--- src/rtl/board_cursor_pkg.sv ---
`default_nettype none
// +--------------------------------------------------------------------------+
// | Module   : board_cursor_pkg                                              |
// | Desc     : Shared types, direction indices and wrap/clamp step helper.   |
// | Revision : 1.0  initial release                                          |
// +--------------------------------------------------------------------------+
package board_cursor_pkg;

    typedef enum logic [1:0] {
        IDLE = 2'd0,
        SRC  = 2'd1,
        PEND = 2'd2
    } sel_state_e;

    localparam int UP    = 0;
    localparam int DOWN  = 1;
    localparam int LEFT  = 2;
    localparam int RIGHT = 3;

    // Opposing requests on the same edge cancel; otherwise one step with wrap or clamp.
    function automatic int coord_step(input int pos, input logic inc, input logic dec,
                                      input int max_pos, input logic wrap);
        int nxt;
        nxt = pos;
        if (inc && !dec) begin
            if (pos >= max_pos) nxt = wrap ? 0 : max_pos;
            else                nxt = pos + 1;
        end else if (dec && !inc) begin
            if (pos <= 0) nxt = wrap ? max_pos : 0;
            else          nxt = pos - 1;
        end
        return nxt;
    endfunction

endpackage
`default_nettype wire

--- src/rtl/btn_debounce.sv ---
`default_nettype none
// +--------------------------------------------------------------------------+
// | Module   : btn_debounce                                                  |
// | Desc     : 2-flop synchroniser, stability counter and press-edge pulse.  |
// | Revision : 1.0  initial release                                          |
// +--------------------------------------------------------------------------+
module btn_debounce #(
    parameter int DEB_CYCLES = 4
) (
    input  logic clk,
    input  logic rst,
    input  logic raw_n,
    output logic pressed,
    output logic press
);
    localparam int c_CNT_W = (DEB_CYCLES > 2) ? $clog2(DEB_CYCLES) : 1;

    logic               r_sync1;
    logic               r_sync2;
    logic               r_clean_n;
    logic               r_press;
    logic [c_CNT_W-1:0] r_cnt;
    logic               w_diff;
    logic               w_done;

    assign w_diff = (r_sync2 != r_clean_n);
    assign w_done = w_diff && (r_cnt == c_CNT_W'(DEB_CYCLES - 1));

    always_ff @(posedge clk or negedge rst) begin
        if (!rst) begin
            r_sync1   <= 1'b1;
            r_sync2   <= 1'b1;
            r_clean_n <= 1'b1;
            r_press   <= 1'b0;
            r_cnt     <= '0;
        end else begin
            r_sync1 <= raw_n;
            r_sync2 <= r_sync1;
            // Pulse only on the released-to-pressed transition of the clean level.
            r_press <= w_done && r_clean_n;
            if (w_done) begin
                r_clean_n <= r_sync2;
                r_cnt     <= '0;
            end else if (w_diff) begin
                r_cnt <= r_cnt + c_CNT_W'(1);
            end else begin
                r_cnt <= '0;
            end
        end
    end

    assign pressed = ~r_clean_n;
    assign press   = r_press;

endmodule
`default_nettype wire

--- src/rtl/board_cursor_ctrl.sv ---
`default_nettype none
// +--------------------------------------------------------------------------+
// | Module   : board_cursor_ctrl                                             |
// | Desc     : Debounced cursor over a COLS x ROWS board plus two-press move |
// |            selection with valid/ready hand-off. CURSOR_AUTOREPEAT_EN     |
// |            enables held-button auto-repeat.                              |
// | Revision : 1.0  initial release                                          |
// +--------------------------------------------------------------------------+
module board_cursor_ctrl
    import board_cursor_pkg::*;
#(
    parameter int COLS       = 8,
    parameter int ROWS       = 8,
    parameter int DEB_CYCLES = 4,
    parameter int WRAP       = 1,
    parameter int REP_DELAY  = 16,
    parameter int REP_PERIOD = 8
) (
    input  logic                    clk,
    input  logic                    rst,
    input  logic [3:0]              btn_n,
    input  logic                    sel_n,
    output logic [$clog2(COLS)-1:0] cur_x,
    output logic [$clog2(ROWS)-1:0] cur_y,
    output logic [$clog2(COLS)-1:0] src_x,
    output logic [$clog2(ROWS)-1:0] src_y,
    output logic [$clog2(COLS)-1:0] dst_x,
    output logic [$clog2(ROWS)-1:0] dst_y,
    output logic                    src_held,
    output logic                    move_valid,
    input  logic                    move_ready
);
    localparam int c_XW = $clog2(COLS);
    localparam int c_YW = $clog2(ROWS);

    logic [4:0] w_raw_n;
    logic [4:0] w_held;
    logic [4:0] w_press;
    logic [3:0] w_step;

    assign w_raw_n = {sel_n, btn_n};

    generate
        for (genvar i = 0; i < 5; i++) begin : g_deb
            btn_debounce #(
                .DEB_CYCLES (DEB_CYCLES)
            ) u_deb (
                .clk     (clk),
                .rst     (rst),
                .raw_n   (w_raw_n[i]),
                .pressed (w_held[i]),
                .press   (w_press[i])
            );
        end
    endgenerate

`ifdef CURSOR_AUTOREPEAT_EN
    localparam int c_REP_MAX = (REP_DELAY > REP_PERIOD) ? REP_DELAY : REP_PERIOD;
    localparam int c_REP_W   = $clog2(c_REP_MAX + 1);

    logic w_unused_sel_held;
    assign w_unused_sel_held = w_held[4];

    generate
        for (genvar i = 0; i < 4; i++) begin : g_rep
            logic [c_REP_W-1:0] r_cnt;
            logic               r_first;
            logic               w_rep;

            // First repeat after REP_DELAY, then every REP_PERIOD while held.
            assign w_rep = w_held[i] &&
                           ((r_first  && (r_cnt == c_REP_W'(REP_DELAY))) ||
                            (!r_first && (r_cnt == c_REP_W'(REP_PERIOD))));

            always_ff @(posedge clk or negedge rst) begin
                if (!rst) begin
                    r_cnt   <= '0;
                    r_first <= 1'b0;
                end else if (!w_held[i]) begin
                    r_cnt   <= '0;
                    r_first <= 1'b0;
                end else if (w_press[i]) begin
                    r_cnt   <= c_REP_W'(1);
                    r_first <= 1'b1;
                end else if (w_rep) begin
                    r_cnt   <= c_REP_W'(1);
                    r_first <= 1'b0;
                end else begin
                    r_cnt <= r_cnt + c_REP_W'(1);
                end
            end

            assign w_step[i] = w_press[i] | w_rep;
        end
    endgenerate
`else
    localparam int c_unused_rep = REP_DELAY + REP_PERIOD;
    logic w_unused_held;
    assign w_unused_held = ^w_held;
    assign w_step        = w_press[3:0];
`endif

    sel_state_e       r_state, w_state_nxt;
    logic [c_XW-1:0]  r_cur_x, w_cur_x_nxt, r_src_x, w_src_x_nxt, r_dst_x, w_dst_x_nxt;
    logic [c_YW-1:0]  r_cur_y, w_cur_y_nxt, r_src_y, w_src_y_nxt, r_dst_y, w_dst_y_nxt;
    logic             r_src_held, w_src_held_nxt;
    logic             r_move_valid, w_move_valid_nxt;
    logic             w_sel;

    assign w_sel = w_press[4];

    always_comb begin
        w_state_nxt      = r_state;
        w_cur_x_nxt      = r_cur_x;
        w_cur_y_nxt      = r_cur_y;
        w_src_x_nxt      = r_src_x;
        w_src_y_nxt      = r_src_y;
        w_dst_x_nxt      = r_dst_x;
        w_dst_y_nxt      = r_dst_y;
        w_src_held_nxt   = r_src_held;
        w_move_valid_nxt = r_move_valid;

        if (r_state != PEND) begin
            w_cur_x_nxt = c_XW'(coord_step(int'(r_cur_x), w_step[RIGHT], w_step[LEFT],
                                           COLS - 1, WRAP != 0));
            w_cur_y_nxt = c_YW'(coord_step(int'(r_cur_y), w_step[UP], w_step[DOWN],
                                           ROWS - 1, WRAP != 0));
        end

        // Selection compares against the pre-move cursor held in r_cur_*.
        unique case (r_state)
            IDLE: begin
                if (w_sel) begin
                    w_src_x_nxt    = r_cur_x;
                    w_src_y_nxt    = r_cur_y;
                    w_src_held_nxt = 1'b1;
                    w_state_nxt    = SRC;
                end
            end
            SRC: begin
                if (w_sel) begin
                    if ((r_cur_x == r_src_x) && (r_cur_y == r_src_y)) begin
                        w_src_held_nxt = 1'b0;
                        w_state_nxt    = IDLE;
                    end else begin
                        w_dst_x_nxt      = r_cur_x;
                        w_dst_y_nxt      = r_cur_y;
                        w_move_valid_nxt = 1'b1;
                        w_state_nxt      = PEND;
                    end
                end
            end
            PEND: begin
                if (r_move_valid && move_ready) begin
                    w_move_valid_nxt = 1'b0;
                    w_src_held_nxt   = 1'b0;
                    w_state_nxt      = IDLE;
                end
            end
            default: w_state_nxt = IDLE;
        endcase
    end

    always_ff @(posedge clk or negedge rst) begin
        if (!rst) begin
            r_state      <= IDLE;
            r_cur_x      <= '0;
            r_cur_y      <= '0;
            r_src_x      <= '0;
            r_src_y      <= '0;
            r_dst_x      <= '0;
            r_dst_y      <= '0;
            r_src_held   <= 1'b0;
            r_move_valid <= 1'b0;
        end else begin
            r_state      <= w_state_nxt;
            r_cur_x      <= w_cur_x_nxt;
            r_cur_y      <= w_cur_y_nxt;
            r_src_x      <= w_src_x_nxt;
            r_src_y      <= w_src_y_nxt;
            r_dst_x      <= w_dst_x_nxt;
            r_dst_y      <= w_dst_y_nxt;
            r_src_held   <= w_src_held_nxt;
            r_move_valid <= w_move_valid_nxt;
        end
    end

    assign cur_x      = r_cur_x;
    assign cur_y      = r_cur_y;
    assign src_x      = r_src_x;
    assign src_y      = r_src_y;
    assign dst_x      = r_dst_x;
    assign dst_y      = r_dst_y;
    assign src_held   = r_src_held;
    assign move_valid = r_move_valid;

endmodule
`default_nettype wire
--- config.mk ---
export PLATFORM = sky130hd
export DESIGN_NAME = board_cursor_ctrl
export DESIGN_NICKNAME = d
export VERILOG_FILES = /design/src/rtl/board_cursor_pkg.sv /design/src/rtl/btn_debounce.sv /design/src/rtl/board_cursor_ctrl.sv
export SDC_FILE = /design/constraint.sdc
export NUM_CORES = 1
export LEC_CHECK = 0
export CAP_MARGIN = 20
export CORE_MARGIN = 2
export CORE_UTILIZATION = 46
export CTS_BUF_LIST = sky130_fd_sc_hd__clkbuf_4
export DETAILED_ROUTE_END_ITERATION = 10
export MAX_ROUTING_LAYER = met4
export PLACE_DENSITY = 0.74
export SYNTH_ARGS = -nofsm -noshare
export SYNTH_HDL_FRONTEND = slang
export SYNTH_SLANG_ARGS = --single-unit
--- constraint.sdc ---
create_clock -name clk -period 1.4 [get_ports clk]
set_input_delay 0.28 -clock clk [delete_from_list [all_inputs] [get_ports clk]]
set_output_delay 0.28 -clock clk [all_outputs]
set_load 0.005 [all_outputs]
==> results of run 1 <==
==> power groups by stage <==
| stage | registers [uW] | logic (uW) | clock network (uW) |
|---|---|---|---|
| global placement | 2320 | 2630 | 0 |
| floorplan | 2370 | 1430 | 0 |
| detailed placement | 2340 | 2710 | 0 |
| CTS | 2270 | 3240 | 677 |
| finish | 2300 | 3850 | 651 |
| global route | 2350 | 4180 | 749 |
==> metrics by stage <==
stage	TNS (ps)	power, uW	utilization (%)	cell area (um^2)	worst slack [ps]
finish	-3050	6800	71.2	3410	-323
global route	-3890	7280	71.2	3410	-379
CTS	-2940	6190	67.8	3250	-263
detailed placement	-1720	5050	61.3	2930	-188
floorplan	-1030	3800	-	2360	-154
global placement	-1450	4960	61.3	2930	-166
==> metal layers <==
layer / up-vias / routed length [um]
li1: 806 / -
met1: 841 / 2050
met2: 33 / 2640
met3: 9 / 160
met4: 0 / 91
met5: - / 0
==> cell families after synthesis <==
| logic type | after synthesis | synth area share (%) |
|---|---|---|
| buffers and inverters | 10 | 1.67 |
| multiplexers | 15 | 7.22 |
| AO/OA/AOI/OAI | 24 | 7.17 |
| adder cells (fa/ha/maj) | 19 | 10.2 |
| flip-flops | 52 | 56.8 |
| AND/OR/NAND/NOR | 49 | 12.0 |
| XOR/XNOR | 13 | 4.90 |
==> area by class of cell <==
type,count,area share (%)
Clock buffer,5,1.10
Clock inverter,3,0.404
Inverter,9,1.21
Multi-Input combinational cell,120,35.1
Sequential cell,52,38.9
Tap cell,67,2.46
Timing Repair Buffer,81,20.8
==> sequential cells by signal, summed over array words and instances, names as in the netlist <==
name	flops
g_deb.u_deb.press	5
g_deb.u_deb.r_sync1	5
g_deb.u_deb.r_sync2	5
cur_x	3
r_state	2
g_deb.u_deb.r_cnt	10
g_deb.u_deb.r_clean_n	5
src_held	1
dst_y	3
move_valid	1
cur_y	3
dst_x	3
src_y	3
src_x	3
==> repair_timing <==
item	CTS	global route
cloned	0	0
buffers inserted	22	10
pin swaps	9	11
endpoints found under the hold margin	37	0
hold buffers	1	0
gates resized for setup	70	50
endpoints found under the setup margin	33	33
==> worst min path at each step <==
stage	endpoint	start	cells after the start	slack, ps
global route	g_deb[3].u_deb.r_sync1$_DFF_PN1_	btn_n[3]	1	270
floorplan	cur_x[0]$_DFFE_PN0P_	rst	0	-20
CTS	g_deb[1].u_deb.r_sync1$_DFF_PN1_	btn_n[1]	1	280
finish	g_deb[3].u_deb.r_sync1$_DFF_PN1_	btn_n[3]	1	290
global placement	src_x[2]$_DFFE_PN0P_	rst	2	290
detailed placement	cur_x[2]$_DFFE_PN0P_	rst	2	290
==> placed cells by master (no fill, tap or decap), types with 2 or more instances in the layout <==
cell	netlist	routed
buf_4	0	36
dfrtp_1	37	34
buf_6	0	21
dfstp_2	15	15
nand2_1	15	14
ha_1	19	10
o21ai_0	11	9
mux2_4	0	7
mux2_2	11	7
ha_4	0	7
clkdlybuf4s50_1	0	6
dlygate4sd2_1	0	6
xnor2_1	7	5
nor3_1	6	5
and3b_1	5	5
nor3b_1	5	5
nor2_1	6	5
clkbuf_4	0	5
clkbuf_2	0	5
inv_1	9	4
inv_4	0	3
nand3_1	4	3
dfrtp_2	0	3
buf_2	1	3
inv_2	0	2
xor2_1	6	2
xor2_2	0	2
xor2_4	0	2
xnor2_2	0	2
a21oi_1	2	2
nand3b_1	2	2
nand4_1	2	2
ha_2	0	2
clkinv_2	0	2
clkdlybuf4s15_1	0	2
==> flow_metrics.env, run 1 <==
export IMPL_outcome="complete, but fails checks"
export IMPL_failing_checks="negative setup slack"
export IMPL_start_util_pct=48.5
export IMPL_slew_viol_final=0
export IMPL_syn_nets=209
export IMPL_timing_critical_path_required_ps=1680
export IMPL_startpoint="cur_x[2]$_DFFE_PN0P_"
export IMPL_num_rows=25
export IMPL_synth_most_common_cell="dfrtp_1"
export IMPL_power_switching_fraction_pct=36.0
export IMPL_power_share_combinational_pct=56.6
export IMPL_global_route_usage_met1_pct=19.9
export IMPL_setup_repair_after_global_routing_missed_its_margin="true"
export IMPL_ctsRootBufferMaster="clkbuf_4"
export IMPL_fin_skew_ps=11.3
export IMPL_post_layout_nonfiller_instances=337
export IMPL_post_route_drc_count=0
export IMPL_drt_pre_antenna_iters=6
export IMPL_first_global_vias=1676
export IMPL_synthFlopType="dfrtp_1"
export IMPL_crit_path_top_delay_cell="dfrtp_1"
export IMPL_grt_util_met2_pct=32.3
export IMPL_critPathCaptureType="register"
export IMPL_period_minus_slack_ps=1720
export IMPL_yosysWarnings=0
export IMPL_grt_busiest_layer="met2"
export IMPL_layout_setup_ws_ps=-323
export IMPL_dieArea_um2=5630
export IMPL_fin_worst_hold_slack_ps=295
export IMPL_post_synth_top_area_fraction_pct=39.9
export IMPL_share_seq_of_total_power_pct=33.8
export IMPL_power_per_standard_cell_area_nw_per_um2=1990
export IMPL_dr_total_vias=1689
export IMPL_mean_area_per_synthesized_cell_um2=12.8
export IMPL_numCtsBuffers=5
export IMPL_power_static_leakage_uw=0.00161
export IMPL_tritoncts="built"
export IMPL_synth_edff_count=0
export IMPL_final_layout_size_suffix_gt1_share_pct=51.1
export IMPL_crit_path_end="dst_x[2]$_DFFE_PN0P_"
export IMPL_area_delta_synth_final_pct=46.7
export IMPL_timing_max_slew_rel_slack_pct=74.4
export IMPL_internal_power_uw=4350
export IMPL_place_detailed_hpwl_mm=2.85
export IMPL_syn_area_um2=2320
export IMPL_path_depth=5
export IMPL_timing_worst_slew_pin_value_ps=379
export IMPL_final_fill_count=326
export IMPL_cap_violations=0
export IMPL_fmaxAchievable_ghz=0.580
export IMPL_sequential_cell_area_um2=1320
export IMPL_design_portCount=28
export IMPL_finalHoldViolations=0
export IMPL_die_h_um=75.1
export IMPL_first_pass_grt_wire_length_mm=7.38
export IMPL_holdCritPathClass="input port to register"
export IMPL_route_antenna_remaining_nets=0
export IMPL_r2r_path_end="dst_x[2]$_DFFE_PN0P_"
export IMPL_synth_async_reset_ratio_pct=100
export IMPL_antenna_cells_inserted=0
export IMPL_ctsLongestPathBuffers=2
export IMPL_cts_reportedPaths_clkPinSlew_ps=140
export IMPL_dp_cells=303
export IMPL_max_vdd_ir_drop_mv=0.847
export IMPL_critical_path_buffers_and_inverters=1
export IMPL_yosys_area_top_type="dfrtp_1"
export IMPL_netlist_instances=182
export IMPL_floorplan_die_width_um=75.1
export IMPL_r2r_start="cur_x[2]$_DFFE_PN0P_"
export IMPL_critical_path_max_stage_delay_ps=420
export IMPL_logic_depth_of_the_worst_register_to_register_path=5
export IMPL_cts_num_sinks=52
export IMPL_setup_viol=15
export IMPL_grt_overflow=0
export IMPL_cts_htree_levels=2
export IMPL_grt_antenna_before_repair=0
export IMPL_worstSetupPathType="register to register"
export IMPL_worstPathCellList="buf_6 -> xor2_4 -> nor4_4 -> a21oi_4 -> mux2_4"
export IMPL_postSynthRegisterBits=52
export IMPL_global_route_usage_total_pct=18.4
export IMPL_synth_top_cells_by_count="37 x dfrtp_1, 19 x ha_1, 15 x dfstp_2, 15 x nand2_1"
export IMPL_final_cycle_utilization_of_the_critical_path_pct=123
export IMPL_clockPowerShare_pct=9.6
export IMPL_global_route_usage_met3_pct=4.02
export IMPL_setup_worst_path_start_class="register"
export IMPL_route_detailed_wl_per_inst_um=14.7
export IMPL_post_drt_via_cell_ratio=5.01
export IMPL_routed_wl_mm=4.94
export IMPL_io_buffer_count=27
export IMPL_regToRegSetupSlack_ps=-320
export IMPL_largest_delay_contributor_family_on_the_critical_path="flip-flops"
export IMPL_drt_iter0_markers=73
export IMPL_grt_max_degree=53
export IMPL_finalWeightedCongestion=0.808
export IMPL_critPathMaxFanout=6
export IMPL_core_region_area_um2=4790
export IMPL_num_nets_final=296
export IMPL_power_net_switching_uw=2450
export IMPL_clock_insertion_delay_worst_skew_ps=380
export IMPL_critPathArrivalTime_ps=2000
export IMPL_multiInputGateArea_um2=1200
export IMPL_post_synth_num_cell_types=34
export IMPL_ys_top_cells_by_area="dfrtp_1 40%, dfstp_2 17%, ha_1 10%"
export IMPL_seq_area_frac_synth_pct=56.8
Power figures use the tool's default switching activity.
==> run 2: changes to the inputs <==
Settings changed: CELL_PAD_IN_SITES_DETAIL_PLACEMENT set to 0, CELL_PAD_IN_SITES_GLOBAL_PLACEMENT set to 1, CORE_UTILIZATION 46 to 42, PLACE_DENSITY 0.74 to 0.82.
==> run 2 against run 1 <==
Effect of this change: the flow still finishes with violations (negative setup slack); maximum frequency grew 3.5%; highest routed layer unchanged; core utilization decreased by 7.3 points; die area is 9.0% higher; critical path type unchanged; global-route usage decreased by 2.3 points; register-to-register slack gained 60 ps; critical endpoint is now r_state[1]$_DFFE_PN0P_.
==> flow_metrics.env, run 2 (synthesized netlist as in run 1, its figures left out) <==
export IMPL_final_layout_size_suffix_gt1_share_pct=52.8
export IMPL_setup_worst_path_start_class="register"
export IMPL_timing_hold_worst_start="btn_n[2]"
export IMPL_core_region_area_um2=5440
export IMPL_timing_worst_slew_pin_value_ps=371
export IMPL_routed_wl_mm=4.71
export IMPL_final_cell_area_um2=3470
export IMPL_failing_checks="negative setup slack"
export IMPL_drt_iter0_markers=70
export IMPL_numCtsBuffers=5
export IMPL_critPathMaxFanout=2
export IMPL_tritoncts="built"
export IMPL_clockPowerShare_pct=12.2
export IMPL_outcome="complete, but fails checks"
export IMPL_start_util_pct=42.7
export IMPL_max_vdd_ir_drop_mv=0.859
export IMPL_finalHoldViolations=0
export IMPL_final_cycle_utilization_of_the_critical_path_pct=119
export IMPL_post_drt_via_cell_ratio=4.80
export IMPL_drt_pre_antenna_iters=5
export IMPL_critPathCaptureType="register"
export IMPL_num_rows=27
export IMPL_route_antenna_remaining_nets=0
export IMPL_timing_critical_path_required_ps=1680
export IMPL_fmaxAchievable_ghz=0.600
export IMPL_fin_worst_hold_slack_ps=307
export IMPL_layout_cells_most_common_list="33 x dfrtp_1, 31 x buf_6, 30 x buf_4, 15 x dfstp_2, 14 x nand2_1"
export IMPL_floorplan_die_width_um=78.4
export IMPL_first_global_vias=1643
export IMPL_ctsRootBufferMaster="clkbuf_4"
export IMPL_power_per_standard_cell_area_nw_per_um2=2010
export IMPL_dpl_cell_area_um2=2970
export IMPL_cts_num_sinks=52
export IMPL_holdCritPathClass="input port to register"
export IMPL_critPathArrivalTime_ps=1940
export IMPL_power_static_leakage_uw=0.00162
export IMPL_grt_overflow=0
export IMPL_fin_skew_ps=19.3
export IMPL_final_core_occ_pct=63.9
export IMPL_first_pass_grt_wire_length_mm=7.41
export IMPL_power_share_combinational_pct=54.7
export IMPL_startpoint="cur_x[0]$_DFFE_PN0P_"
export IMPL_place_detailed_hpwl_mm=2.99
export IMPL_r2r_start="cur_x[0]$_DFFE_PN0P_"
export IMPL_top_register="g_deb.u_deb.r_cnt"
export IMPL_post_route_drc_count=0
export IMPL_grt_max_degree=53
export IMPL_largest_register_ffs=10
export IMPL_setup_repair_after_global_routing_missed_its_margin="true"
export IMPL_timing_max_slew_rel_slack_pct=75.0
export IMPL_design_portCount=28
export IMPL_setup_viol=14
export IMPL_power_switching_fraction_pct=34.5
export IMPL_share_seq_of_total_power_pct=33.1
export IMPL_clock_insertion_delay_worst_skew_ps=370
export IMPL_io_buffer_count=27
export IMPL_period_minus_slack_ps=1670
export IMPL_cap_violations=0
export IMPL_slew_viol_final=0
export IMPL_internal_power_uw=4580
export IMPL_layout_setup_ws_ps=-266
export IMPL_area_delta_synth_final_pct=49.6
export IMPL_mostFrequentLayoutCell="dfrtp_1"
export IMPL_global_route_usage_total_pct=16.1
export IMPL_dieArea_um2=6140
export IMPL_power_net_switching_uw=2410
export IMPL_cts_reportedPaths_clkPinSlew_ps=150
export IMPL_ctsLongestPathBuffers=2
export IMPL_finalWeightedCongestion=0.814
export IMPL_dr_total_vias=1647
export IMPL_fin_total_pwr_uw=6990
export IMPL_worstSetupPathType="register to register"
export IMPL_route_detailed_wl_per_inst_um=13.7
export IMPL_num_nets_final=297
export IMPL_cts_htree_levels=2
export IMPL_die_h_um=78.4
export IMPL_antenna_cells_inserted=0
export IMPL_grt_antenna_before_repair=0
[run 2: worst paths after layout]
path	end	slack [ps]	cells after the start
max in group asynchronous	g_deb[4].u_deb.r_sync1$_DFF_PN1_	690	3
worst max register to register	r_state[1]$_DFFE_PN0P_	-270	6
min in group asynchronous	g_deb[3].u_deb.r_cnt[0]$_DFF_PN0_	410	3
worst min register to register	g_deb[4].u_deb.r_sync2$_DFF_PN1_	340	0
worst max-delay path	r_state[1]$_DFFE_PN0P_	-270	6
worst min-delay path	g_deb[2].u_deb.r_sync1$_DFF_PN1_	310	1
[run 2: worst max-delay path, cell delays in order (launching register included)]
cell,delay (ps)
dfrtp_2,440
buf_6,130
xor2_4,160
nor4_4,340
buf_4,190
a21boi_2,60
mux2_4,260
[run 2: final cells by class]
type | instances | area (um^2)
Inverter | 9 | 38.8
Fill cell | 415 | 1970
Clock buffer | 6 | 45.0
Tap cell | 72 | 90.1
Sequential cell | 52 | 1330
Timing Repair Buffer | 82 | 759
Multi-Input combinational cell | 120 | 1180
Clock inverter | 2 | 35.0
[run 2: power groups by stage]
stage / logic [uW] / registers [uW] / clock network, uW
5_1_grt: 4170 / 2360 / 954
2_1_floorplan: 1430 / 2370 / 0
4_1_cts: 3280 / 2270 / 888
3_5_place_dp: 2780 / 2350 / 0
6_report: 3830 / 2310 / 853
3_3_place_gp: 2710 / 2320 / 0
[run 2: routing by layer]
| metal | up-vias | wire length, um | GRT usage [%] |
|---|---|---|---|
| li1 | 804 | - | - |
| met1 | 810 | 1960 | 18.0 |
| met2 | 27 | 2560 | 28.2 |
| met3 | 6 | 120 | 3.45 |
| met4 | 0 | 65 | 5.96 |
| met5 | - | 0 | - |
[run 2: per-stage QoR]
stage	std cells	setup slack, ps	TNS [ps]
finish	343	-266	-2660
global route	343	-326	-3580
CTS	340	-275	-2950
detailed placement	312	-212	-1900
global placement	312	-169	-1540
floorplan	182	-154	-1030
[run 2: repair_timing]
action	4_1_cts	5_1_grt
hold buffers	1	0
setup buffers	21	9
pin swaps	8	7
resized for setup	77	56
setup endpoints to repair	32	33
endpoints found under the hold margin	37	0
==> run 3: changes to the inputs <==
Settings changed: CELL_PAD_IN_SITES_DETAIL_PLACEMENT 0 to 1, CELL_PAD_IN_SITES_GLOBAL_PLACEMENT 1 to 2, CORE_UTILIZATION 42 to 35, PLACE_DENSITY 0.82 to 0.81.
==> run 3 against run 2 <==
Effect of this change: the run still ends with negative setup slack left; clock power down 18%; critical endpoint unchanged; total power rose by 1.6%; critical path depth unchanged; clock-buffer cell count rose by 1; sequential share of layout area is 0.66 points lower; final cell count is 2.9% higher; wire length rose by 16%.
==> flow_metrics.env, run 3 (synthesized netlist as in run 1, its figures left out) <==
export IMPL_cts_htree_levels=2
export IMPL_routed_wl_mm=5.45
export IMPL_die_h_um=85.5
export IMPL_internal_power_uw=4550
export IMPL_first_pass_grt_wire_length_mm=8.94
export IMPL_mostFrequentLayoutCell="buf_4"
export IMPL_finalWeightedCongestion=0.723
export IMPL_numCtsBuffers=5
export IMPL_power_static_leakage_uw=0.00166
export IMPL_grt_max_degree=53
export IMPL_clockPowerShare_pct=9.9
export IMPL_place_detailed_hpwl_mm=3.44
export IMPL_power_per_standard_cell_area_nw_per_um2=2010
export IMPL_drt_pre_antenna_iters=4
export IMPL_num_nets_final=302
export IMPL_critical_path_max_stage_delay_ps=440
export IMPL_post_route_drc_count=0
export IMPL_timing_critical_path_required_ps=1670
export IMPL_drt_iter0_markers=68
export IMPL_layout_setup_ws_ps=-298
export IMPL_fin_skew_ps=24.2
export IMPL_max_vdd_ir_drop_mv=1.05
export IMPL_setup_repair_after_global_routing_missed_its_margin="true"
export IMPL_largest_register_ffs=10
export IMPL_num_rows=29
export IMPL_tritoncts="built"
export IMPL_global_route_usage_total_pct=16.1
export IMPL_power_share_combinational_pct=57.5
export IMPL_critPathCaptureType="register"
export IMPL_final_cycle_utilization_of_the_critical_path_pct=121
export IMPL_core_region_area_um2=6390
export IMPL_route_detailed_wl_per_inst_um=15.4
export IMPL_grt_antenna_before_repair=0
export IMPL_period_minus_slack_ps=1700
export IMPL_route_met3_wl_um=157
export IMPL_first_global_vias=1881
export IMPL_floorplan_die_width_um=85.5
export IMPL_final_layout_size_suffix_gt1_share_pct=54.0
export IMPL_cts_reportedPaths_clkPinSlew_ps=160
export IMPL_cap_violations=0
export IMPL_largest_delay_contributor_family_on_the_critical_path="flip-flops"
export IMPL_clock_insertion_delay_worst_skew_ps=380
export IMPL_worstSetupPathType="register to register"
export IMPL_start_util_pct=36.4
export IMPL_dr_total_vias=1728
export IMPL_design_portCount=28
export IMPL_post_drt_via_cell_ratio=4.90
export IMPL_setup_tns_ps=-2770
export IMPL_layout_cells_most_common_list="37 x buf_4, 34 x dfrtp_1, 26 x buf_6, 15 x dfstp_2, 14 x nand2_1"
export IMPL_timing_worst_slew_pin_value_ps=370
export IMPL_grt_overflow=0
export IMPL_ctsLongestPathBuffers=2
export IMPL_cts_num_sinks=52
export IMPL_top_register="g_deb.u_deb.r_cnt"
export IMPL_io_buffer_count=27
export IMPL_worstPathCellList="buf_6 -> xor2_4 -> nor4_4 -> buf_4 -> a21boi_2 -> mux2_4"
export IMPL_power_net_switching_uw=2550
export IMPL_ctsRootBufferMaster="clkbuf_4"
export IMPL_area_delta_synth_final_pct=52.0
export IMPL_route_met2_wl_mm=2.88
export IMPL_power_switching_fraction_pct=35.9
export IMPL_critPathMaxFanout=3
export IMPL_topRoutingLayerUsed="met4"
export IMPL_dieArea_um2=7300
export IMPL_fmaxAchievable_ghz=0.589
export IMPL_critPathArrivalTime_ps=1960
export IMPL_setup_worst_path_start_class="register"
export IMPL_finalHoldViolations=0
export IMPL_critical_path_buffers_and_inverters=2
export IMPL_outcome="complete, but fails checks"
export IMPL_crit_path_top_delay_cell="dfrtp_2"
export IMPL_antenna_cells_inserted=0
export IMPL_place_worst_setup_slack_ps=-203
export IMPL_detail_route_wirelength_met1_mm=2.36
export IMPL_timing_max_slew_rel_slack_pct=75.0
export IMPL_slew_viol_final=0
export IMPL_share_seq_of_total_power_pct=32.6
export IMPL_failing_checks="negative setup slack"
export IMPL_route_antenna_remaining_nets=0
export IMPL_setup_viol=15
export IMPL_holdCritPathClass="input port to register"
-- run 3: cell types whose count changed in the layout (fill, tap and decap cells not counted), sizes merged --
cell,delta
clkbuf,+1
bufinv,-1
buf,+4
clkdlybuf4s15,+1
-- run 3: area by class of cell --
class,count,area [um^2]
clock buffer,7,52.6
clock inverter,1,3.75
fill,663,2860
inverter,9,36.3
multi-input combinational,120,1230
sequential,52,1320
tap,77,96.3
timing repair buffer,87,791
-- run 3: power by group through the flow --
stage	clock network (uW)	logic, uW	registers (uW)
final	702	4090	2310
after global routing	814	4460	2370
after CTS	740	3590	2280
after detailed placement	0	2860	2360
after global placement	0	2760	2320
after floorplan	0	1430	2370
-- run 3: worst reg2reg max path: cells and delay by family (launching register included) --
kind            cells  cell delay [ps]
compound gates      1               50
xor+xnor            1              150
buf+inv             2              300
flops               1              440
mux                 1              270
simple gates        1              360
-- run 3: metal layers --
| layer | global-route usage [%] | up-vias |
|---|---|---|
| met5 | - | - |
| met4 | 3.90 | 0 |
| met3 | 3.60 | 5 |
| met2 | 27.8 | 27 |
| met1 | 19.0 | 877 |
| li1 | - | 819 |
-- run 3: final timing paths --
path,depth (start not counted),startpoint,slack [ps],end
min in group asynchronous,3,rst,370,src_x[0]$_DFFE_PN0P_
min reg2reg,0,g_deb[4].u_deb.r_sync1$_DFF_PN1_,360,g_deb[4].u_deb.r_sync2$_DFF_PN1_
max,6,cur_x[0]$_DFFE_PN0P_,-300,r_state[1]$_DFFE_PN0P_
max in group asynchronous,3,rst,680,g_deb[1].u_deb.r_sync1$_DFF_PN1_
max reg2reg,6,cur_x[0]$_DFFE_PN0P_,-300,r_state[1]$_DFFE_PN0P_
min,1,btn_n[2],300,g_deb[2].u_deb.r_sync1$_DFF_PN1_
-- run 3: through the flow --
stage	hold WS [ps]	util, %	cell area, um^2	total power, uW	std cells
final	302	55.3	3530	7100	353
after global routing	280	55.3	3530	7640	353
after CTS	281	52.7	3360	6620	349
after detailed placement	299	46.8	2990	5220	319
after global placement	294	46.8	2990	5080	319
after floorplan	-15.6	-	2360	3800	182
-- run 3: repair_timing --
item,CTS,global route
endpoints found under the setup margin,40,27
hold endpoints to repair,37,0
pin swaps,8,10
hold buffers,1,0
gates cloned,0,0
gates resized for setup,90,39
buffers inserted,25,7
